===== config.mk =====
export PLATFORM = sky130hd
export DESIGN_NAME = multicycle_controller_flat
export DESIGN_NICKNAME = d
export VERILOG_FILES = /design/src/rtl/riscv_mc_pkg.sv /design/src/rtl/multicycle_controller_if.sv /design/src/rtl/aludec.sv /design/src/rtl/multicycle_controller.sv /design/src/flat_wrapper.sv
export SDC_FILE = /design/constraint.sdc
export NUM_CORES = 1
export LEC_CHECK = 0
export CORE_MARGIN = 3
export CORE_UTILIZATION = 42
export DETAILED_ROUTE_END_ITERATION = 12
export PLACE_DENSITY = 0.87
export SLEW_MARGIN = 40
export SYNTH_ARGS = -nofsm -noshare
export SYNTH_HDL_FRONTEND = slang
export SYNTH_SLANG_ARGS = --single-unit
export TNS_END_PERCENT = 30

===== constraint.sdc =====
create_clock -name clk -period 2.4 [get_ports clk]
set_input_delay 0.24 -clock clk [delete_from_list [all_inputs] [get_ports clk]]
set_output_delay 0.24 -clock clk [all_outputs]
set_load 0.01 [all_outputs]

===== src/rtl/riscv_mc_pkg.sv =====
// Shared definitions for the multicycle RV32I controller: state encoding,
// opcodes, ALUOp / ALUControl codes, datapath mux selects and a few small
// decode helpers. Imported by aludec and multicycle_controller.
package riscv_mc_pkg;

    typedef enum logic [3:0] {
        FETCH    = 4'd0,
        DECODE   = 4'd1,
        MEMADR   = 4'd2,
        MEMREAD  = 4'd3,
        MEMWB    = 4'd4,
        MEMWRITE = 4'd5,
        EXECUTER = 4'd6,
        EXECUTEI = 4'd7,
        ALUWB    = 4'd8,
        BEQ      = 4'd9,
        JAL      = 4'd10,
        HALT     = 4'd11
    } state_e;

    localparam logic [6:0] OP_LW  = 7'b0000011;
    localparam logic [6:0] OP_SW  = 7'b0100011;
    localparam logic [6:0] OP_R   = 7'b0110011;
    localparam logic [6:0] OP_I   = 7'b0010011;
    localparam logic [6:0] OP_BEQ = 7'b1100011;
    localparam logic [6:0] OP_JAL = 7'b1101111;

    localparam logic [1:0] ALU_OP_ADD   = 2'b00;
    localparam logic [1:0] ALU_OP_SUB   = 2'b01;
    localparam logic [1:0] ALU_OP_FUNCT = 2'b10;

    localparam logic [2:0] ALU_ADD = 3'b000;
    localparam logic [2:0] ALU_SUB = 3'b001;
    localparam logic [2:0] ALU_AND = 3'b010;
    localparam logic [2:0] ALU_OR  = 3'b011;
    localparam logic [2:0] ALU_SLT = 3'b101;

    localparam logic [1:0] RESULT_ALUOUT    = 2'b00;
    localparam logic [1:0] RESULT_DATA      = 2'b01;
    localparam logic [1:0] RESULT_ALURESULT = 2'b10;

    localparam logic [1:0] SRCA_PC    = 2'b00;
    localparam logic [1:0] SRCA_OLDPC = 2'b01;
    localparam logic [1:0] SRCA_RD1   = 2'b10;

    localparam logic [1:0] SRCB_RD2  = 2'b00;
    localparam logic [1:0] SRCB_IMM  = 2'b01;
    localparam logic [1:0] SRCB_FOUR = 2'b10;

    localparam logic [1:0] IMM_I = 2'b00;
    localparam logic [1:0] IMM_S = 2'b01;
    localparam logic [1:0] IMM_B = 2'b10;
    localparam logic [1:0] IMM_J = 2'b11;

    // Immediate format straight from the opcode; unknown opcodes fall back to I.
    function automatic logic [1:0] imm_src_dec(input logic [6:0] op);
        case (op)
            OP_LW, OP_I: return IMM_I;
            OP_SW:       return IMM_S;
            OP_BEQ:      return IMM_B;
            OP_JAL:      return IMM_J;
            default:     return IMM_I;
        endcase
    endfunction

    function automatic logic op_known(input logic [6:0] op);
        return (op == OP_LW) || (op == OP_SW) || (op == OP_R) || (op == OP_I) ||
               (op == OP_BEQ) || (op == OP_JAL);
    endfunction

endpackage


===== src/rtl/multicycle_controller_if.sv =====
// Controller <-> datapath bundle. The controller side uses modport master
// (instruction fields and status in, control strobes/selects out); the
// datapath side uses modport slave.
interface multicycle_controller_if;

    logic [6:0] op;
    logic [2:0] funct3;
    logic       funct7b5;
    logic       Zero;
    logic       mem_ready;

    logic       PCWrite;
    logic       AdrSrc;
    logic       MemWrite;
    logic       IRWrite;
    logic [1:0] ResultSrc;
    logic [1:0] ALUSrcA;
    logic [1:0] ALUSrcB;
    logic       RegWrite;
    logic [1:0] ImmSrc;
    logic [2:0] ALUControl;
    logic       retire;
    logic       illegal;

    modport master (
        input  op, funct3, funct7b5, Zero, mem_ready,
        output PCWrite, AdrSrc, MemWrite, IRWrite, ResultSrc, ALUSrcA, ALUSrcB,
               RegWrite, ImmSrc, ALUControl, retire, illegal
    );

    modport slave (
        output op, funct3, funct7b5, Zero, mem_ready,
        input  PCWrite, AdrSrc, MemWrite, IRWrite, ResultSrc, ALUSrcA, ALUSrcB,
               RegWrite, ImmSrc, ALUControl, retire, illegal
    );

endinterface


===== src/rtl/aludec.sv =====
// ALU decoder: maps ALUOp plus funct3/funct7b5 to the 3-bit ALUControl code.
// Unsupported funct3 values resolve to add so no X ever leaves this block.
module aludec
    import riscv_mc_pkg::*;
(
    input  logic       op5_i,
    input  logic [2:0] funct3_i,
    input  logic       funct7b5_i,
    input  logic [1:0] alu_op_i,
    output logic [2:0] alu_control_o
);

    // ALUControl selection from ALUOp and the instruction function fields.
    always_comb begin
        alu_control_o = ALU_ADD;
        case (alu_op_i)
            ALU_OP_ADD: alu_control_o = ALU_ADD;
            ALU_OP_SUB: alu_control_o = ALU_SUB;
            ALU_OP_FUNCT: begin
                case (funct3_i)
                    // op[5] separates R-type sub from I-type addi (bit 30 is immediate there)
                    3'b000:  alu_control_o = (op5_i && funct7b5_i) ? ALU_SUB : ALU_ADD;
                    3'b010:  alu_control_o = ALU_SLT;
                    3'b110:  alu_control_o = ALU_OR;
                    3'b111:  alu_control_o = ALU_AND;
                    default: alu_control_o = ALU_ADD;
                endcase
            end
            default: alu_control_o = ALU_ADD;
        endcase
    end

endmodule


===== src/rtl/multicycle_controller.sv =====
// Moore FSM sequencing the shared-memory multicycle RV32I datapath
// (lw, sw, R-type, I-type ALU, beq, jal). One ALU and one memory port are
// time-shared; FETCH, MEMREAD and MEMWRITE stall on mem_ready.
// Optional feature macro: MULTICYCLE_CTRL_ILLEGAL_TRAP_EN -- unknown opcodes
// trap into HALT (illegal=1) instead of retiring as a nop.
module multicycle_controller
    import riscv_mc_pkg::*;
#(
    parameter logic [3:0] RESET_STATE         = 4'd0,
    parameter bit         MEM_WAIT_EN_DEFAULT = 1'b1
) (
    input  logic                   clk,
    input  logic                   reset_n,
    multicycle_controller_if.master bus
);

    state_e     state_q, state_d;
    logic       mem_rdy;

    logic       pc_write;
    logic       adr_src;
    logic       mem_write;
    logic       ir_write;
    logic [1:0] result_src;
    logic [1:0] alu_src_a;
    logic [1:0] alu_src_b;
    logic       reg_write;
    logic [1:0] alu_op;
    logic       retire;

    // With waiting disabled the memory is assumed to always complete in one cycle.
    assign mem_rdy = MEM_WAIT_EN_DEFAULT ? bus.mem_ready : 1'b1;

    // State register, asynchronously returned to the reset state.
    always_ff @(posedge clk or negedge reset_n) begin
        if (!reset_n) begin
            state_q <= state_e'(RESET_STATE);
        end else begin
            state_q <= state_d;
        end
    end

    // Next-state sequencing.
    always_comb begin
        state_d = state_q;
        case (state_q)
            FETCH:    if (mem_rdy) state_d = DECODE;
            DECODE: begin
                case (bus.op)
                    OP_LW, OP_SW: state_d = MEMADR;
                    OP_R:         state_d = EXECUTER;
                    OP_I:         state_d = EXECUTEI;
                    OP_BEQ:       state_d = BEQ;
                    OP_JAL:       state_d = JAL;
`ifdef MULTICYCLE_CTRL_ILLEGAL_TRAP_EN
                    default:      state_d = HALT;
`else
                    default:      state_d = FETCH;
`endif
                endcase
            end
            MEMADR:   state_d = bus.op[5] ? MEMWRITE : MEMREAD;
            MEMREAD:  if (mem_rdy) state_d = MEMWB;
            MEMWB:    state_d = FETCH;
            MEMWRITE: if (mem_rdy) state_d = FETCH;
            EXECUTER: state_d = ALUWB;
            EXECUTEI: state_d = ALUWB;
            ALUWB:    state_d = FETCH;
            BEQ:      state_d = FETCH;
            JAL:      state_d = ALUWB;
`ifdef MULTICYCLE_CTRL_ILLEGAL_TRAP_EN
            HALT:     state_d = HALT;
`endif
            default:  state_d = FETCH;
        endcase
    end

    // Per-state control outputs; anything not set stays 0 / 00.
    always_comb begin
        pc_write   = 1'b0;
        adr_src    = 1'b0;
        mem_write  = 1'b0;
        ir_write   = 1'b0;
        result_src = RESULT_ALUOUT;
        alu_src_a  = SRCA_PC;
        alu_src_b  = SRCB_RD2;
        reg_write  = 1'b0;
        alu_op     = ALU_OP_ADD;
        retire     = 1'b0;
        case (state_q)
            FETCH: begin
                alu_src_b  = SRCB_FOUR;
                result_src = RESULT_ALURESULT;
                ir_write   = mem_rdy;
                pc_write   = mem_rdy;
            end
            DECODE: begin
                // Branch target (OldPC + imm) lands in ALUOut for BEQ.
                alu_src_a = SRCA_OLDPC;
                alu_src_b = SRCB_IMM;
`ifndef MULTICYCLE_CTRL_ILLEGAL_TRAP_EN
                retire    = !op_known(bus.op);
`endif
            end
            MEMADR: begin
                alu_src_a = SRCA_RD1;
                alu_src_b = SRCB_IMM;
            end
            MEMREAD: begin
                adr_src = 1'b1;
            end
            MEMWB: begin
                result_src = RESULT_DATA;
                reg_write  = 1'b1;
                retire     = 1'b1;
            end
            MEMWRITE: begin
                adr_src   = 1'b1;
                mem_write = 1'b1;
                retire    = mem_rdy;
            end
            EXECUTER: begin
                alu_src_a = SRCA_RD1;
                alu_op    = ALU_OP_FUNCT;
            end
            EXECUTEI: begin
                alu_src_a = SRCA_RD1;
                alu_src_b = SRCB_IMM;
                alu_op    = ALU_OP_FUNCT;
            end
            ALUWB: begin
                reg_write = 1'b1;
                retire    = 1'b1;
            end
            BEQ: begin
                alu_src_a = SRCA_RD1;
                alu_op    = ALU_OP_SUB;
                pc_write  = bus.Zero;
                retire    = 1'b1;
            end
            JAL: begin
                // PC <- target from ALUOut while the ALU forms OldPC + 4 for rd.
                alu_src_a = SRCA_OLDPC;
                alu_src_b = SRCB_FOUR;
                pc_write  = 1'b1;
            end
            default: ;
        endcase
    end

    aludec u_aludec (
        .op5_i         (bus.op[5]),
        .funct3_i      (bus.funct3),
        .funct7b5_i    (bus.funct7b5),
        .alu_op_i      (alu_op),
        .alu_control_o (bus.ALUControl)
    );

    // Strobes are gated by reset_n so nothing is written while reset is held.
    assign bus.PCWrite   = pc_write & reset_n;
    assign bus.MemWrite  = mem_write & reset_n;
    assign bus.IRWrite   = ir_write & reset_n;
    assign bus.RegWrite  = reg_write & reset_n;
    assign bus.retire    = retire & reset_n;
    assign bus.AdrSrc    = adr_src;
    assign bus.ResultSrc = result_src;
    assign bus.ALUSrcA   = alu_src_a;
    assign bus.ALUSrcB   = alu_src_b;
    assign bus.ImmSrc    = imm_src_dec(bus.op);

`ifdef MULTICYCLE_CTRL_ILLEGAL_TRAP_EN
    // HALT is only left through reset, so this is sticky.
    assign bus.illegal = (state_q == HALT);
`else
    assign bus.illegal = 1'b0;
`endif

endmodule


===== src/flat_wrapper.sv =====
// flat-port wrapper written by rule: the top's interface ports become plain ports
module multicycle_controller_flat import riscv_mc_pkg::*;
#(
    parameter logic [3:0] RESET_STATE         = 4'd0,
    parameter bit         MEM_WAIT_EN_DEFAULT = 1'b1
)
  (clk, reset_n, bus_op, bus_funct3, bus_funct7b5, bus_Zero, bus_mem_ready, bus_PCWrite, bus_AdrSrc, bus_MemWrite, bus_IRWrite, bus_ResultSrc, bus_ALUSrcA, bus_ALUSrcB, bus_RegWrite, bus_ImmSrc, bus_ALUControl, bus_retire, bus_illegal);
  multicycle_controller_if bus_i ();
  input  logic clk;
  input  logic reset_n;
  input wire logic [$bits(bus_i.op)-1:0] bus_op;
  input wire logic [$bits(bus_i.funct3)-1:0] bus_funct3;
  input wire logic [$bits(bus_i.funct7b5)-1:0] bus_funct7b5;
  input wire logic [$bits(bus_i.Zero)-1:0] bus_Zero;
  input wire logic [$bits(bus_i.mem_ready)-1:0] bus_mem_ready;
  output wire logic [$bits(bus_i.PCWrite)-1:0] bus_PCWrite;
  output wire logic [$bits(bus_i.AdrSrc)-1:0] bus_AdrSrc;
  output wire logic [$bits(bus_i.MemWrite)-1:0] bus_MemWrite;
  output wire logic [$bits(bus_i.IRWrite)-1:0] bus_IRWrite;
  output wire logic [$bits(bus_i.ResultSrc)-1:0] bus_ResultSrc;
  output wire logic [$bits(bus_i.ALUSrcA)-1:0] bus_ALUSrcA;
  output wire logic [$bits(bus_i.ALUSrcB)-1:0] bus_ALUSrcB;
  output wire logic [$bits(bus_i.RegWrite)-1:0] bus_RegWrite;
  output wire logic [$bits(bus_i.ImmSrc)-1:0] bus_ImmSrc;
  output wire logic [$bits(bus_i.ALUControl)-1:0] bus_ALUControl;
  output wire logic [$bits(bus_i.retire)-1:0] bus_retire;
  output wire logic [$bits(bus_i.illegal)-1:0] bus_illegal;
  assign bus_i.op = bus_op;
  assign bus_i.funct3 = bus_funct3;
  assign bus_i.funct7b5 = bus_funct7b5;
  assign bus_i.Zero = bus_Zero;
  assign bus_i.mem_ready = bus_mem_ready;
  assign bus_PCWrite = bus_i.PCWrite;
  assign bus_AdrSrc = bus_i.AdrSrc;
  assign bus_MemWrite = bus_i.MemWrite;
  assign bus_IRWrite = bus_i.IRWrite;
  assign bus_ResultSrc = bus_i.ResultSrc;
  assign bus_ALUSrcA = bus_i.ALUSrcA;
  assign bus_ALUSrcB = bus_i.ALUSrcB;
  assign bus_RegWrite = bus_i.RegWrite;
  assign bus_ImmSrc = bus_i.ImmSrc;
  assign bus_ALUControl = bus_i.ALUControl;
  assign bus_retire = bus_i.retire;
  assign bus_illegal = bus_i.illegal;
  multicycle_controller #(.RESET_STATE(RESET_STATE), .MEM_WAIT_EN_DEFAULT(MEM_WAIT_EN_DEFAULT)) u_core (.clk(clk), .reset_n(reset_n), .bus(bus_i));
endmodule

=== Word level (Yosys, flattened, before mapping) ===
Cells that the tools add are included.

* Magnitude comparators: 0
* Reductions and logical operators: 20
* Div/mod/pow operators: 0
* Mux-type cells: 20
* Bitwise operators: 5
* Shifts and indexed selects: 0
* Equality and inequality tests: 24
* $add $sub $neg: 0
* $mul: 0

{| class="wikitable"
|+ Operators by type and width
! operator !! number
|-
| $pmux W4 S6 || 1
|-
| $pmux W4 S5 || 1
|-
| $eq A4 B3 Y1 const B || 4
|-
| $pmux W2 S2 || 4
|-
| $eq A7 B6 Y1 const B || 2
|-
| $eq A7 B7 Y1 const B || 2
|-
| $eq A4 B4 Y1 const B || 3
|-
| $mux W4 || 3
|-
| $pmux W3 S4 || 1
|-
| $reduce_or A2 Y1 || 6
|-
| $reduce_or A3 Y1 || 3
|-
| $eq A4 B2 Y1 const B || 2
|-
| $eq A7 B2 Y1 const B || 1
|-
| $eq A7 B5 Y1 const B || 1
|-
| $eq A3 B3 Y1 const B || 2
|-
| $ne A2 B2 Y1 const B || 3
|-
| $pmux W1 S3 || 2
|-
| $pmux W2 S3 || 1
|-
| $pmux W3 S2 || 1
|-
| $and A1 B1 Y1 || 5
|-
| $logic_or A1 B1 Y1 || 5
|-
| $mux W1 || 5
|-
| $eq A4 B1 Y1 const B || 1
|-
| $logic_not A4 Y1 || 1
|-
| 9 further kinds || 9
|}

* Memories kept: 0
* ROM bits: 0
* Input port bits: 15
* Latch bits: 0
* Register bits after elaboration: 4
* RAM bits: 0
* Logic and storage cells: 70

=== Logic depth before layout (Yosys ltp) ===
Gate-level depths: netlist (run 1).

* Depth after elaboration: 9
* Depth in mapped cells: 7
* Mapped depth without buffers: 6

=== Hierarchy ===
Synthesis (run 1) repeated with hierarchy kept, for this count alone.

* Cells, all modules: 92
* Area, all modules: 698.2 um^2

{| class="wikitable"
|+ Modules (own cells, without submodules)
! module !! cells an instance !! area an instance (um^2) !! seq. area each (um^2) !! instances
|-
| multicycle_controller || 81 || 601.8 || 100.1 || 1
|-
| aludec || 11 || 96.3 || 0.0 || 1
|}

=== Least setup slack after synthesis (run 1) ===
No wires, ideal clock.

* Path type: register to output
* Start: register u_core.state_q[1]
* End: output port bus_ALUControl[2]
* Arrival time: 1.570 ns
* Data required time: 2.160 ns
* Path buffers: 2
* Path slack: 0.590 ns
* Stages on the path, launching flop included: 6
* Cell sequence: dfrtp_1 > buf_6 > clkbuf_1 > and2_1 > ha_1 > nor4_1

* Cells in the longest elaborated chain, start to end: 5
* Elaborated cells between the ends (all ways): 8
* Classes of those cells: eq/ne (5); mux (2); reduce/logical (1)

{| class="wikitable"
|+ RTL lines
! element !! line !! source
|-
| start: declaration || multicycle_controller.sv:17 || <nowiki>state_e state_q, state_d;</nowiki>
|-
| start signal: assignment || multicycle_controller.sv:37 || <nowiki>state_q <= state_e'(RESET_STATE);</nowiki>
|-
| start signal: assignment || multicycle_controller.sv:39 || <nowiki>state_q <= state_d;</nowiki>
|-
| $eq A4 B3 Y1 || multicycle_controller.sv:90 || <nowiki>case (state_q)</nowiki>
|-
| $reduce_or A2 Y1 (no line) || -- ||
|-
| $pmux W2 S2 (*) || multicycle_controller.sv:90 ||
|-
| $eq A2 B2 Y1 or $eq A2 B1 Y1 (tied branches) || aludec.sv:16 || <nowiki>case (alu_op_i)</nowiki>
|-
| $pmux W3 S2 (*) || aludec.sv:16 ||
|-
| end: declaration || flat_wrapper.sv:25 || <nowiki>output wire logic [$bits(bus_i.ALUControl)-1:0] bus_ALUControl;</nowiki>
|}

Mark *: on every way between the ends. The rest lies on a longest branch, timed or not.

=== Worst setup path after layout (run 1) ===
* Start: register u_core.state_q[1]
* End: output port bus_ALUControl[0]

Same word-level chain as after synthesis.

==> out/results.txt, run 1 <==
Status = completed
Clk_skew = 0.00336 ns
Die H = 45.1 um
Max-slew violations = 0
Max Cap Viol = 0
Synth Area in Adders = 3.91%
Largest net degree at the start of global routing = 14
Die span in x = 45.1 um
Slack of the worst reg-to-reg path = 0.94 ns
Commonest non-fill, non-tap cell in the layout = clkdlybuf4s50_1
Largest registers = u_core.state_q (4)
RR Endpoint = u_core.state_q[0]
Sw Ratio = 37.9%
Seq/Total Area, Yosys = 15.6%
Die area = 0.00203 mm2
Num CTS Buffers = 3
Critical path startpoint = u_core.state_q[1]
CP endpoint kind = output port
Cells after synthesis = 96
Cell Rows = 13
Critical path arrival = 2.04 ns
# setup viols final = 0
DR pass1 iterations = 4
Crit Path Class = register to output port
1st-iter DRT viols = 12
Initial antenna violation count = 0
Most frequent cells in the layout = clkdlybuf4s50_1 (26), nor2_1 (10), buf_4 (10)
Power Density = 498 mW/mm2
Reg clk slew, reported paths = 0.04 ns
CP max FO = 4
TNS Setup = 0 ns
Area Overhead vs Synth = 60.9%
Sequential power share = 18.4%
DR WL/cell = 13.4 um
Comb pwr share = 66.2%
Reg2reg start = u_core.state_q[1]
Vias = 798
RSZ-0062 raised after global routing = false
FFs w/ async S/R, synth = 100%
Port bufs = 31
Number of synthesis warnings = 0
Post CTS Setup Buffer Count = 0
DRC viols = 0
Global-route wire length before repair = 3.20 mm
EDFF count, synth = 0
RePlAce Congestion = 0.928
CTS tree = yes
Post-Synth XOR/XNOR Area = 5.47%
Final Hold Fails = 0
Maximum vdd ir drop = 485 uV
Via density = 5.47
Maximum clock path buffer count = 2
Placement Cell Area = 997 um2
Worst path cell trace = nand2b_1 -> nand2b_1 -> ha_1 -> nor2_1 -> clkdlybuf4s50_1
Largest family of logic cells by synthesized area = simple AND/OR/NAND/NOR gates
Critical Path RT = 2.16 ns
Max Freq = 439 MHz
Period utilisation layout = 94.9%
Num ports = 33
Syn_nets = 113
R2R depth = 5
Drt total wl = 1.96 mm
Final HPWL from detailed placement = 1.54 mm
Most frequent CP cell = nand2b_1
Clock Sinks = 4
Largest Register = u_core.state_q
P_int = 0.319 mW
Multiplexer area fraction after synthesis = 1.56%
Root Buffer = clkbuf_4
Placeable core region = 0.00137 mm2
Final net count = 150
Netlist cell types = 35
Worst setup SP type = register
Top_reg_cell synth = dfrtp_1
Clock network power share = 15.4%
Vias in the first global route = 782
Slowest cell on crit path = clkdlybuf4s50_1
Compound-Gate Fraction of Synth Area = 23.0%
Max stage delay on crit path = 0.54 ns
Post-DRT Antenna Nets = 0
Max FFs per register = 4
Simple-gate area share of the yosys netlist = 38.9%
Leakage = 0.482 nW
Global Route Usage Sum = 20.7%
Grt ovf = 0
Starting Density = 46.9%
P_sw = 0.195 mW
H-tree depth = 1
Design area = 0.00103 mm2
Diodes inserted = 0
Mapped cell area = 641 um2
Synth Register Bits = 4
Hold Path Class = input pin to async pin
Clk_lat worst skew = 0.23 ns
Syn avg cell area = 6.67 um2
Hold-fix buffers, CTS = 0
Layout cells sized above 1 = 13.0%
Tmin final = 2.28 ns
==> synth_stat cells, types with 3 or more instances <==
cell type  instances  area share, %
clkbuf_1           4            2.3
a21oi_1            4            3.1
nor2b_1            4            3.9
inv_1              6            3.5
nand2b_1           9            8.8
nand2_1            5            2.9
o21ai_0            6            4.7
nor2_1            10            5.9
nor4_1             3            2.9
nor3_1             7            5.5
dfrtp_1            4             16
a31oi_1            4            3.9
==> power groups by stage <==
| stage | registers (mW) | clock network (mW) | logic (mW) |
|---|---|---|---|
| 3_5_place_dp | 0.0950 | 0 | 0.340 |
| 3_3_place_gp | 0.0934 | 0 | 0.334 |
| 6_report | 0.0944 | 0.0792 | 0.340 |
| 2_1_floorplan | 0.0790 | 0 | 0.201 |
| 5_1_grt | 0.0953 | 0.0864 | 0.371 |
| 4_1_cts | 0.0938 | 0.0820 | 0.341 |
==> how the worst max path moves through the flow <==
stage                              endpoint
final                     bus_ALUControl[0]
after global routing      bus_ALUControl[0]
after CTS                        bus_retire
after detailed placement      bus_ImmSrc[0]
after global placement           bus_retire
after floorplan           bus_ALUControl[2]
==> metal layers <==
metal / vias up / track usage (%) / wire length [um]
met5: - / 0 / 0
met4: 0 / 2.92 / 23
met3: 4 / 4.38 / 155
met2: 31 / 38.7 / 973
met1: 361 / 24.2 / 802
li1: 402 / - / -
==> through the flow <==
step | setup slack (ns) | hold WS (ns) | power (mW) | util [%] | std cells
2_1_floorplan | 0.590 | -0.0556 | 0.280 | - | 96
3_5_place_dp | 0.175 | 0.543 | 0.435 | 73.0 | 143
5_1_grt | 0.0420 | 0.321 | 0.553 | 75.5 | 146
3_3_place_gp | 0.190 | 0.541 | 0.427 | 73.0 | 143
4_1_cts | 0.0121 | 0.299 | 0.517 | 74.7 | 146
6_report | 0.123 | 0.301 | 0.513 | 75.5 | 146
==> logic make-up after synthesis <==
group	Yosys count
AO/OA/AOI/OAI	23
XOR/XNOR	4
adder cells (fa/ha/maj)	2
buffers and inverters	15
flip-flops	4
multiplexers	1
other	1
AND/OR/NAND/NOR	46
==> worst max-delay path, delay by kind of cell, from the launching register on <==
family,cells,cell delay [ns]
buffers and inverters,1,0.54
DFF,1,0.41
adders and majority gates,1,0.34
and+or+nand+nor,3,0.53
==> repair_timing <==
| action | 4_1_cts | 5_1_grt |
|---|---|---|
| gates resized for setup | 3 | 4 |
| hold endpoints to repair | 0 | 0 |
| cloned | 0 | 0 |
| endpoints found under the setup margin | 3 | 4 |
==> final cells by class <==
type                    instances  area (um2)
multi-input cells              77         470
repair buffers                 41         394
fillers                       120         335
flip-flops and latches          4         103
clock buffers                   3        22.5
inverters                       6        22.5
well taps                      15        18.8
Note: power is estimated with default switching activity, not from simulation.
==> inputs of run 2 (changes only) <==
--- a/config.mk
+++ b/config.mk
@@ -5,7 +5,6 @@
 export SDC_FILE = /design/constraint.sdc
 export NUM_CORES = 1
 export LEC_CHECK = 0
-export CORE_MARGIN = 3
 export CORE_UTILIZATION = 42
 export DETAILED_ROUTE_END_ITERATION = 12
 export PLACE_DENSITY = 0.87
==> constraint.sdc (replaced) <==
create_clock -name clk -period 2.4 [get_ports clk]
set_input_delay 0.48 -clock clk [delete_from_list [all_inputs] [get_ports clk]]
set_output_delay 0.48 -clock clk [all_outputs]
set_load 0.01 [all_outputs]
==> out/results.txt, run 2 (synthesis gave the netlist of run 1 again) <==
1st-iter DRT viols = 25 (+13)
Port bufs = 31 (unchanged)
Leakage = 0.581 nW (+20%)
Worst setup SP type = input pin
Max stage delay on crit path = 0.51 ns (-0.03 ns)
Slack of the worst reg-to-reg path = 0.88 ns (-0.06 ns)
Initial antenna violation count = 0 (unchanged)
Final Power = 0.589 mW (+15%)
Reg2reg start = u_core.state_q[2]
Drt total wl = 2.66 mm (+36%)
TNS Setup = 0 ns (unchanged)
Via density = 5.81 (+6.3%)
Final net count = 166 (+11%)
Die span in x = 41.1 um (-8.9%)
Critical path arrival = 1.90 ns (-0.14 ns)
Status = completed
CTS tree = yes
Critical Path RT = 1.92 ns (-0.24 ns)
DRC viols = 0 (unchanged)
Largest registers = u_core.state_q (4)
Clk_lat worst skew = 0.24 ns (about the same)
Max-slew violations = 0 (unchanged)
Num ports = 33 (unchanged)
H-tree depth = 1 (unchanged)
Die H = 41.1 um (-8.9%)
Post-layout util = 85.3% (+9.8 points)
Area of the multi-input gates = 508 um2 (+8.0%)
Area Overhead vs Synth = 81.8%
Max FFs per register = 4 (unchanged)
Post-DRT Antenna Nets = 0 (unchanged)
Num CTS Buffers = 3 (unchanged)
RSZ-0062 raised after global routing = true
Max Freq = 421 MHz (-4.2%)
Maximum clock path buffer count = 2 (unchanged)
Tmin final = 2.38 ns (+0.0990 ns)
Placeable core region = 0.00137 mm2 (unchanged)
Crit Path Class = input pin to output port
CP endpoint kind = output port
Root Buffer = clkbuf_4
Commonest non-fill, non-tap cell in the layout = buf_4
RePlAce Congestion = 0.846 (-8.8%)
Vias in the first global route = 903 (+15%)
Clock Sinks = 4 (unchanged)
Most frequent cells in the layout = buf_4 (26), clkdlybuf4s50_1 (16), nor2_1 (10)
RR Endpoint = u_core.state_q[0]
Maximum vdd ir drop = 363 uV (-25%)
R2R depth = 5 (unchanged)
Max Cap Viol = 0 (unchanged)
Hold Path Class = input pin to async pin
Critical path startpoint = bus_op[4]
Reg clk slew, reported paths = 0.04 ns (about the same)
DR WL/cell = 16.4 um (+22%)
Diodes inserted = 0 (unchanged)
Global-route wire length before repair = 3.80 mm (+19%)
Final HPWL from detailed placement = 1.86 mm (+21%)
Vias = 941 (+18%)
Hold-fix buffers, CTS = 0 (unchanged)
Period utilisation layout = 99.0% (+4.1 points)
# setup viols final = 0 (unchanged)
Worst path cell trace = clkdlybuf4s50_1 -> nand2b_4 -> buf_4 -> nor2_1 -> a31oi_1 -> nor2_1 -> dlygate4sd2_1
Clk_skew = 0.00596 ns (+0.00260 ns)
Layout cells sized above 1 = 29.3% (+16 points)
Largest net degree at the start of global routing = 12 (-2)
Starting Density = 46.9% (unchanged)
Final Hold Fails = 0 (unchanged)
Slowest cell on crit path = clkdlybuf4s50_1
CP max FO = 3 (-1)
Power Density = 506 mW/mm2 (+1.6%)
DR pass1 iterations = 4 (unchanged)
Filler cells = 86 (-28%)
Global Route Usage Sum = 34.0% (+13 points)
Register area = 103 um2 (unchanged)
Worst setup endpoint = bus_ImmSrc[0]
Most frequent CP cell = nor2_1
Die area = 0.00169 mm2 (-17%)
Largest Register = u_core.state_q
Cell Rows = 13 (unchanged)
Grt ovf = 0 (unchanged)
==> run 2: cell count changes in the layout (fill, tap and decap cells not counted), sizes merged <==
| cell | previous run | this run |
|---|---|---|
| clkdlybuf4s50 | 26 | 16 |
| dlygate4sd2 | 1 | 8 |
| buf | 10 | 26 |
| clkbuf | 3 | 6 |
==> run 2: worst min-delay path by stage <==
stage | startpoint | end | slack [ns] | depth (start not counted)
finish | reset_n | u_core.state_q[0] | 0.61 | 2
global route | reset_n | u_core.state_q[1] | 0.62 | 2
CTS | reset_n | u_core.state_q[2] | 0.59 | 2
detailed placement | u_core.state_q[2] | u_core.state_q[2] | 0.66 | 2
global placement | u_core.state_q[2] | u_core.state_q[2] | 0.65 | 2
floorplan | reset_n | u_core.state_q[0] | 0.18 | 0
==> run 2: critical path, delay by kind of cell <==
kind | cells | cell delay, ns
AOI/OAI and AO/OA | 1 | 0.23
buffers and inverters | 3 | 0.91
and+or+nand+nor | 3 | 0.28
==> run 2: per-stage QoR <==
stage	instance area, um2	hold slack [ns]	setup WS [ns]	cells
finish	1160	0.613	0.0243	162
global route	1160	0.618	-0.0142	162
CTS	1150	0.591	-0.0586	161
detailed placement	1110	0.661	-0.305	158
global placement	1110	0.649	-0.226	158
floorplan	641	0.184	0.350	96
==> run 2: area by class of cell <==
type                            instances  share of cell area [%]
Sequential cell                         4                    8.81
Timing Repair Buffer                   57                    42.1
Multi-Input combinational cell         77                    43.6
Tap cell                               15                    1.61
Clock buffer                            3                    1.93
Inverter                                6                    1.93
==> run 2: timing repair <==
item,4_1_cts,5_1_grt
gates resized for setup,17,14
pin swaps,0,1
endpoints found under the setup margin,10,7
cloned,0,0
setup buffers,0,1
==> run 2: where the power goes <==
part           internal (mW)  switching [mW]
combinational          0.219           0.194
sequential            0.0773          0.0140
clock                 0.0560          0.0285
total                  0.353           0.237
==> run 2: per-layer routing <==
layer	track usage [%]	up-vias	routed length, um
li1	-	434	-
met1	35.7	428	963
met2	64.1	63	1350
met3	8.70	16	223
met4	10.8	0	116
met5	0	-	0
==> inputs of run 3 (changes only) <==
--- a/config.mk
+++ b/config.mk
@@ -5,10 +5,12 @@
 export SDC_FILE = /design/constraint.sdc
 export NUM_CORES = 1
 export LEC_CHECK = 0
-export CORE_UTILIZATION = 42
+export CORE_AREA = 4 4 41 43
 export DETAILED_ROUTE_END_ITERATION = 12
-export PLACE_DENSITY = 0.87
-export SLEW_MARGIN = 40
+export DIE_AREA = 0 0 45 47
+export DONT_BUFFER_PORTS = 1
+export PLACE_DENSITY = 0.66
+export SLEW_MARGIN = 20
 export SYNTH_ARGS = -nofsm -noshare
 export SYNTH_HDL_FRONTEND = slang
 export SYNTH_SLANG_ARGS = --single-unit
==> out/results.txt, run 3 (synthesis gave the netlist of run 1 again) <==
Max FFs per register = 4 (unchanged)
Vias in the first global route = 623 (-31%)
Slew at the pin with the worst max-slew slack = 0.589 ns
Diodes inserted = 0 (unchanged)
Layout cells sized above 1 = 19.0% (-10 points)
Largest registers = u_core.state_q (4)
Post-DRT Antenna Nets = 0 (unchanged)
# setup viols final = 0 (unchanged)
Crit Path Class = register to output port
Clock Sinks = 4 (unchanged)
Cell Rows = 13 (unchanged)
Status = completed
Maximum vdd ir drop = 200 uV (-45%)
Initial antenna violation count = 0 (unchanged)
Clock network power share = 19.1% (+4.8 points)
Hold Path Class = input pin to register
Largest net degree at the start of global routing = 12 (unchanged)
Max-slew violations = 0 (unchanged)
Global-route wire length before repair = 2.57 mm (-32%)
Area Overhead vs Synth = 14.1%
Maximum clock path buffer count = 2 (unchanged)
Final net count = 119 (-28%)
Post-layout util = 56.2% (-29 points)
Power Density = 579 mW/mm2 (+15%)
Final HPWL from detailed placement = 1.23 mm (-34%)
Period utilisation layout = 94.6% (-4.4 points)
Num ports = 33 (unchanged)
Final Power = 0.423 mW (-28%)
Critical Path RT = 1.92 ns (about the same)
Sw Ratio = 41.7% (+1.6 points)
Root Buffer = clkbuf_4
RSZ-0062 raised after global routing = false
Non-filler cells, final = 115 (-29%)
P_sw = 0.177 mW (-25%)
Filler cells = 135 (+57%)
Tmin final = 2.27 ns (-0.106 ns)
Clk_lat worst skew = 0.23 ns (about the same)
Post CTS Setup Buffer Count = 0 (unchanged)
Final Hold Fails = 0 (unchanged)
Global Route Usage Sum = 15.5% (-18 points)
Port bufs = 0 (-100%)
Critical path arrival = 1.79 ns (-0.11 ns)
CP max FO = 9 (+6)
DR WL/cell = 13.6 um (-17%)
Slew Limit Headroom = 60.3%
Placeable core region = 0.00130 mm2 (-4.8%)
Max Cap Viol = 0 (unchanged)
Placement Setup Slack = 0.282 ns (+0.587 ns)
Leakage = 0.300 nW (-48%)
Commonest non-fill, non-tap cell in the layout = nor2_1
DRC viols = 0 (unchanged)
Die area = 0.00212 mm2 (+25%)
Setup WS post-layout = 0.131 ns (+0.106 ns)
Comb pwr share = 57.7% (-13 points)
Placed cells = 111 (-30%)
Largest Register = u_core.state_q
CTS tree = yes
Via density = 5.83 (+0.30%)
Worst setup SP type = register
Starting Density = 49.2% (+2.3 points)
P_int = 0.247 mW (-30%)
Drt total wl = 1.57 mm (-41%)
TNS Setup = 0 ns (unchanged)
Num CTS Buffers = 3 (unchanged)
Most frequent cells in the layout = nor2_1 (10), buf_4 (9), nand2b_1 (8)
Clk_skew = 0.00138 ns (-0.00458 ns)
Grt ovf = 0 (unchanged)
1st-iter DRT viols = 9 (-64%)
CP endpoint kind = output port
Vias = 670 (-29%)
Die span in x = 45 um (+9.6%)
H-tree depth = 1 (unchanged)
Reg clk slew, reported paths = 0.04 ns (about the same)
Max Freq = 441 MHz (+4.7%)
Die H = 47 um (+14%)
RePlAce Congestion = 0.794 (-6.2%)
DR pass1 iterations = 4 (unchanged)
Sequential power share = 23.2% (+7.7 points)
run 3: final cells by class:
type                            instances  area (um2)  share of cell area, %
Tap cell                               15        18.8                   2.57
Clock buffer                            3        22.5                   3.08
Sequential cell                         4         103                   14.0
Multi-Input combinational cell         77         487                   66.6
Timing Repair Buffer                   10        77.6                   10.6
Inverter                                6        22.5                   3.08
run 3: power by group through the flow:
stage | Sequential (mW) | Combinational [mW] | Clock [mW]
after global placement | 0.0996 | 0.231 | 0
after floorplan | 0.0790 | 0.201 | 0
after CTS | 0.0974 | 0.237 | 0.0832
final | 0.0983 | 0.244 | 0.0808
after global routing | 0.101 | 0.268 | 0.0887
after detailed placement | 0.0986 | 0.234 | 0
run 3: path summary, 6_finish.rpt:
check                           slack (ns)                end  depth (start not counted)               from
worst max-delay path                  0.13  bus_ALUControl[2]                          5  u_core.state_q[1]
worst min-delay path                  0.48  u_core.state_q[0]                          2          bus_op[4]
worst max register to register        0.94  u_core.state_q[0]                          4  u_core.state_q[2]
worst min register to register        0.58  u_core.state_q[2]                          1  u_core.state_q[3]
max in group asynchronous             1.69  u_core.state_q[1]                          1            reset_n
min in group asynchronous             0.52  u_core.state_q[0]                          1            reset_n
run 3: stage by stage:
stage / area, um2 / hold slack (ns)
after floorplan: 641 / 0.184
after global placement: 679 / 0.185
after detailed placement: 679 / 0.185
final: 731 / 0.483
after global routing: 731 / 0.490
after CTS: 712 / 0.473
run 3: timing repair:
item	4_1_cts	5_1_grt
endpoints found under the hold margin	4	0
setup endpoints to repair	0	1
hold buffers	1	0
gates resized for setup	0	5
run 3: worst max-delay path, cell delays in order (launching register included):
cell	delay, ns
dfrtp_2	0.45
nand2b_1	0.21
nand2b_4	0.17
ha_1	0.33
nor4_2	0.23
buf_4	0.16
run 3: layer usage:
metal / part of all wire, % / global-route usage [%] / vias to the layer above
met1: 50 / 23.4 / 305
met4: 0 / 0 / 0
met5: 0 / 0 / -
met2: 43 / 24.6 / 23
li1: - / - / 342
met3: 7.4 / 2.68 / 0
